[config.mk]
export PLATFORM = sky130hd
export DESIGN_NAME = ref_seq_reader
export DESIGN_NICKNAME = d
export VERILOG_FILES = /design/src/rtl/sw_pkg.sv /design/src/rtl/ref_block_fifo.sv /design/src/rtl/ref_seq_reader.sv
export SDC_FILE = /design/constraint.sdc
export NUM_CORES = 2
export LEC_CHECK = 0
export ABC_AREA = 1
export CAP_MARGIN = 20
export CORE_ASPECT_RATIO = 0.5
export CORE_MARGIN = 4
export CORE_UTILIZATION = 60
export DETAILED_ROUTE_END_ITERATION = 8
export PLACE_DENSITY = 0.86
export SETUP_SLACK_MARGIN = 0.2
export SLEW_MARGIN = 20
export SYNTH_ARGS = -nofsm -noshare
export SYNTH_HDL_FRONTEND = slang
export SYNTH_SLANG_ARGS = --single-unit
[constraint.sdc]
create_clock -name clk -period 19.3 [get_ports clk]
set_input_delay 1.93 -clock clk [delete_from_list [all_inputs] [get_ports clk]]
set_output_delay 1.93 -clock clk [all_outputs]
set_load 0.05 [all_outputs]
[src/rtl/sw_pkg.sv]
// Shared types and widths for the reference-sequence reader and its block buffer.
package sw_pkg;

  localparam int ADDR_W          = 25;
  localparam int LEN_W           = 25;
  localparam int REF_LENGTH_DFLT = 128;

  typedef enum logic [1:0] {
    IDLE  = 2'd0,
    ISSUE = 2'd1,
    DRAIN = 2'd2
  } state_t;

  // Block addresses wrap modulo 2^ADDR_W.
  function automatic logic [ADDR_W-1:0] next_addr(input logic [ADDR_W-1:0] a);
    return a + 25'd1;
  endfunction

endpackage

[src/rtl/ref_block_fifo.sv]
// Synchronous first-word-fall-through block buffer with an occupancy count.
module ref_block_fifo #(
  parameter int WIDTH = 256,
  parameter int DEPTH = 8,
  localparam int PW = $clog2(DEPTH),
  localparam int CW = PW + 1
) (
  input  logic             clk,
  input  logic             rst,
  input  logic             push,
  input  logic [WIDTH-1:0] push_data,
  input  logic             pop,
  output logic [WIDTH-1:0] pop_data,
  output logic             valid,
  output logic [CW-1:0]    count
);

  logic [WIDTH-1:0] mem [DEPTH];
  logic [PW-1:0]    wr_ptr_r;
  logic [PW-1:0]    rd_ptr_r;
  logic [CW-1:0]    count_r;
  logic             do_push_s;
  logic             do_pop_s;

  assign do_push_s = push && (count_r != CW'(DEPTH));
  assign do_pop_s  = pop && (count_r != {CW{1'b0}});

  // Pointer and occupancy bookkeeping; pointers wrap since DEPTH is a power of two.
  always_ff @(posedge clk or negedge rst) begin
    if (!rst) begin
      wr_ptr_r <= {PW{1'b0}};
      rd_ptr_r <= {PW{1'b0}};
      count_r  <= {CW{1'b0}};
    end else begin
      if (do_push_s) wr_ptr_r <= wr_ptr_r + PW'(1'b1);
      if (do_pop_s)  rd_ptr_r <= rd_ptr_r + PW'(1'b1);
      if (do_push_s && !do_pop_s)      count_r <= count_r + CW'(1'b1);
      else if (!do_push_s && do_pop_s) count_r <= count_r - CW'(1'b1);
      else                             count_r <= count_r;
    end
  end

  // Storage array carries no reset; only entries below the count are ever read.
  always_ff @(posedge clk) begin
    if (do_push_s) mem[wr_ptr_r] <= push_data;
  end

  assign pop_data = mem[rd_ptr_r];
  assign valid    = (count_r != {CW{1'b0}});
  assign count    = count_r;

endmodule

[src/rtl/ref_seq_reader.sv]
// Streams a run of reference blocks from DRAM into the engine, issuing reads only
// while the block buffer has room for every read already in flight.
module ref_seq_reader
  import sw_pkg::*;
#(
  parameter int REF_LENGTH = REF_LENGTH_DFLT,
  parameter int FIFO_DEPTH = 8
) (
  input  logic                    clk,
  input  logic                    rst,
  input  logic [ADDR_W-1:0]       ref_addr_in,
  input  logic [LEN_W-1:0]        ref_length_in,
  input  logic                    ref_info_valid_in,
  output logic                    busy_out,
  output logic [ADDR_W-1:0]       dram_rd_addr_out,
  output logic                    dram_rd_valid_out,
  input  logic                    dram_rd_rdy_in,
  input  logic [2*REF_LENGTH-1:0] dram_rd_data_in,
  input  logic                    dram_rd_data_valid_in,
  output logic [2*REF_LENGTH-1:0] ref_seq_block_out,
  output logic                    ref_seq_block_valid_out,
  input  logic                    ref_seq_block_rdy_in,
  output logic                    spurious_rsp_out
);

  localparam int CW = $clog2(FIFO_DEPTH) + 1;

  state_t            state_r, state_next_s;
  logic [ADDR_W-1:0] addr_r, addr_next_s;
  logic [LEN_W-1:0]  remaining_r, rem_next_s;
  logic [CW-1:0]     outstanding_r, out_next_s;
  logic [CW-1:0]     fifo_count_s, cnt_next_s;
  logic              rd_valid_r, busy_r, spurious_r;
  logic              rd_hs_s, rsp_ok_s, rsp_bad_s, pop_s, fifo_valid_s;
  logic              credit_s, rd_valid_next_s;

  assign rd_hs_s   = rd_valid_r && dram_rd_rdy_in;
  assign rsp_ok_s  = dram_rd_data_valid_in && (outstanding_r != {CW{1'b0}});
  assign rsp_bad_s = dram_rd_data_valid_in && (outstanding_r == {CW{1'b0}});
  assign pop_s     = fifo_valid_s && ref_seq_block_rdy_in;

  ref_block_fifo #(.WIDTH(2*REF_LENGTH), .DEPTH(FIFO_DEPTH)) u_fifo (
    .clk       (clk),
    .rst       (rst),
    .push      (rsp_ok_s),
    .push_data (dram_rd_data_in),
    .pop       (pop_s),
    .pop_data  (ref_seq_block_out),
    .valid     (fifo_valid_s),
    .count     (fifo_count_s)
  );

  // Post-edge in-flight read count and buffer occupancy used for the credit check.
  always_comb begin
    out_next_s = outstanding_r;
    cnt_next_s = fifo_count_s;
    if (rd_hs_s && !rsp_ok_s)      out_next_s = outstanding_r + CW'(1'b1);
    else if (!rd_hs_s && rsp_ok_s) out_next_s = outstanding_r - CW'(1'b1);
    else                           out_next_s = outstanding_r;
    if (rsp_ok_s && !pop_s)        cnt_next_s = fifo_count_s + CW'(1'b1);
    else if (!rsp_ok_s && pop_s)   cnt_next_s = fifo_count_s - CW'(1'b1);
    else                           cnt_next_s = fifo_count_s;
  end

  // Request sequencing: accept, issue reads, then wait for the buffer to drain.
  always_comb begin
    state_next_s = state_r;
    addr_next_s  = addr_r;
    rem_next_s   = remaining_r;
    case (state_r)
      IDLE: begin
        if (ref_info_valid_in && (ref_length_in != 25'd0)) begin
          state_next_s = ISSUE;
          addr_next_s  = ref_addr_in;
          rem_next_s   = ref_length_in;
        end else begin
          state_next_s = IDLE;
        end
      end
      ISSUE: begin
        if (rd_hs_s) begin
          addr_next_s  = next_addr(addr_r);
          rem_next_s   = remaining_r - 25'd1;
          state_next_s = (remaining_r == 25'd1) ? DRAIN : ISSUE;
        end else begin
          state_next_s = ISSUE;
        end
      end
      DRAIN: begin
        if ((out_next_s == {CW{1'b0}}) && (cnt_next_s == {CW{1'b0}})) state_next_s = IDLE;
        else                                                          state_next_s = DRAIN;
      end
      default: state_next_s = IDLE;
    endcase
  end

  // A pending command holds until accepted; a new one needs a free buffer slot.
  assign credit_s        = (int'(out_next_s) + int'(cnt_next_s)) < FIFO_DEPTH;
  assign rd_valid_next_s = (rd_valid_r && !rd_hs_s) ||
                           ((state_next_s == ISSUE) && (rem_next_s != 25'd0) && credit_s);

  // State, counters and registered outputs.
  always_ff @(posedge clk or negedge rst) begin
    if (!rst) begin
      state_r       <= IDLE;
      addr_r        <= 25'd0;
      remaining_r   <= 25'd0;
      outstanding_r <= {CW{1'b0}};
      rd_valid_r    <= 1'b0;
      busy_r        <= 1'b0;
      spurious_r    <= 1'b0;
    end else begin
      state_r       <= state_next_s;
      addr_r        <= addr_next_s;
      remaining_r   <= rem_next_s;
      outstanding_r <= out_next_s;
      rd_valid_r    <= rd_valid_next_s;
      busy_r        <= (state_next_s != IDLE);
      spurious_r    <= spurious_r || rsp_bad_s;
    end
  end

  assign busy_out                = busy_r;
  assign dram_rd_addr_out        = addr_r;
  assign dram_rd_valid_out       = rd_valid_r;
  assign ref_seq_block_valid_out = fifo_valid_s;
  assign spurious_rsp_out        = spurious_r;

endmodule

==> run metrics <==
status completed; number of H-tree levels 4; design area 0.09648 mm2; Post-synth top flop edfxtp_1; io pins 597; fmax 0.1081 GHz; mapped cell area 0.08364 mm2; vias per cell 6.175; drt first pass iters 6; hpwl dp 111,400 um; CP Data Required Time 17.37 ns; Core Rows 96; Setup-failing EPs final 0; crit path to ref_seq_block_out[210]; crit share post-route 47.91%; CTS tree done; Max Cap Viol 0; DR iter-0 viols 7,284; Worst Reg2Reg Path Length in Cells 10; vias in the first global route 53.68k; Max Root-Sink Buffers 3; CP startpoint kind flip-flop; Post-synth EDFFs 2,048; DRC viols 0; grt ovf 0; initial antenna violation count 57; number of synthesized register bits 2,117; clock latency on the worst-skew pair 0.82 ns; net count after synthesis 6,952; top fanout value on the critical path 101; Vias 56.21k; sequential-to-total area share from yosys stat 75.59%; Die Ht 272.0 um; core area 0.1378 mm2; Post-Syn Instances 6,627; Post-Syn Area per Cell 12.62 um2; Hold Crit Class flip-flop to flip-flop; Max VDD drop 0.1363 mV; clock transition at the registers of the reported paths 0.07 ns; Hold Fails Final Rpt 0; post_cts resized 0; reg-to-reg slack, setup 13.68 ns; buffer count from post-CTS setup fixing 0; TritonCTS Sinks 2,117; max-slew violation count 0; reg2reg end u_fifo.mem[5][222]; CTS Root Cell clkbuf_16; DRT antenna net count 0; measured slew at the worst slew-check pin 1.295 ns; Placed Area 0.09090 mm2; pre-CTS WS 11.03 ns; Yosys Warn Count 0; Layout area overhead 15.35%; Post-Route WL 211,300 um; largest net degree at the start of global routing 227; Pleak 31.90 nW; kind of critical path flip-flop to output port; Crit Reg-Reg Startpoint outstanding_r[0]; PnR Total Power 16.85 mW; Period minus WS final 9.248 ns; starting density of the core 60.71%; worst relative slew slack 13.69%; Worst Skew 0.02827 ns; post-layout util 70.03%; IO buf count 596; final worst setup slack 10.05 ns; Final Wtd Congestion 0.8991; share of cells above drive strength 1 5.120%; routed wire length per instance 23.21 um; critical path capture point type output port; CP arrival 7.32 ns; Final nets 7,373; first-pass GRT wire length 312,900 um; CTS Buf Count 173; CTS Hold Bufs 0; RSZ-0062 raised after global routing no; Async S/R FF share, synth 3.259%; total track usage 27.95%; Crit. Startpoint u_fifo.rd_ptr_r[0]; die area 0.1458 mm2; die width 536.0 um; sum of negative setup slack 0 ns; Netlist cell types 36; Cell Pwr Density 174.7 mW/mm2
cell families after synthesis:
logic type	Yosys count	synth area share, %
simple gates	2298	10.73
flops	2117	75.59
compound gates	1619	10.50
buf+inv	550	2.670
xor+xnor	29	0.3037
fa+ha+maj	13	0.1945
mux	1	0.01197
registers in the layout (all words and copies together) (netlist names), 2 cells and up:
register,flops
u_fifo.rd_ptr_r,3
u_fifo.mem,2048
u_fifo.wr_ptr_r,3
remaining_r,25
outstanding_r,4
u_fifo.count,4
dram_rd_addr_out,25
state_r,2
worst max-delay path, cell delays in order, from the launching register on:
cell	delay, ns
dfrtp_4	0.92
buf_4	0.86
buf_4	0.92
buf_4	0.90
buf_4	0.93
o21ai_0	0.23
o22ai_1	0.22
nor2_1	0.07
a31oi_1	0.42
clkdlybuf4s50_1	0.91
layout make-up:
type / instances / area (um2)
Antenna cell: 54 / 135.1
Clock buffer: 215 / 4529
Clock inverter: 99 / 885.9
Fill cell: 8392 / 41290
Inverter: 127 / 499.2
Multi-Input combinational cell: 3960 / 18240
Sequential cell: 2117 / 63230
Tap cell: 1862 / 2330
Timing Repair Buffer: 669 / 6629
through the flow:
stage	instances	hold slack, ns
final	9103	0.4944
after detailed placement	8734	0.4840
after CTS	9048	0.4988
after floorplan	6627	0.4903
after global routing	9102	0.5178
after global placement	8734	0.4591
how the worst min path moves through the flow:
stage	startpoint	to	slack [ns]	depth (start not counted)
finish	spurious_rsp_out	spurious_rsp_out	0.49	1
global placement	spurious_rsp_out	spurious_rsp_out	0.46	1
detailed placement	spurious_rsp_out	spurious_rsp_out	0.48	1
floorplan	u_fifo.wr_ptr_r[0]	u_fifo.wr_ptr_r[0]	0.49	2
global route	spurious_rsp_out	spurious_rsp_out	0.52	1
CTS	spurious_rsp_out	spurious_rsp_out	0.50	1
routing by layer:
metal	track usage, %	routed length, um	vias to the layer above
met5	0	39	-
li1	-	-	24890
met2	46.70	105800	3332
met4	15.74	11360	6
met1	35.47	76210	27460
met3	4.065	17860	522
cell usage after synthesis (3+ instances only):
master | n | area [um2]
a21oi_1 | 13 | 65.06
a31oi_1 | 266 | 1664
buf_1 | 26 | 97.59
buf_2 | 81 | 405.4
buf_4 | 16 | 120.1
clkbuf_1 | 299 | 1122
dfrtp_1 | 69 | 1727
edfxtp_1 | 2048 | 61500
ha_1 | 13 | 162.7
inv_1 | 112 | 420.4
inv_2 | 15 | 56.30
nand2_1 | 235 | 882.1
nand2_2 | 4 | 25.02
nand3_1 | 87 | 435.4
nand3b_1 | 4 | 30.03
nand4_1 | 39 | 244.0
nor2_1 | 1894 | 7109
nor2_2 | 18 | 112.6
nor2_4 | 3 | 33.78
nor3_1 | 3 | 15.01
o21ai_0 | 1065 | 5330
o21ai_1 | 6 | 30.03
o22ai_1 | 265 | 1658
or2_2 | 4 | 25.02
xnor2_1 | 5 | 43.79
xor2_1 | 24 | 210.2
placed cells by master, fill, tap and decap left out, drive strengths merged:
master	instances
a21oi	13
a31oi	266
buf	74
bufinv	11
clkbuf	215
clkdlybuf4s50	595
clkinv	76
clkinvlp	5
dfrtp	69
diode	54
edfxtp	2048
ha	13
inv	134
mux2i	1
nand2	239
nand3	89
nand3b	4
nand4	40
nor2	1915
nor3	4
nor4	2
o21ai	1071
o21bai	2
o221ai	1
o22ai	265
o31ai	1
or2	5
xnor2	5
xor2	24
power breakdown:
group          internal [mW]  total (mW)  leakage [nW]  switching, mW
Clock                   1.83        3.45          2.64           1.62
Combinational           2.01        7.40          9.81           5.39
Sequential              5.78        6.00          19.4          0.221
Power figures use the tool's default switching activity.
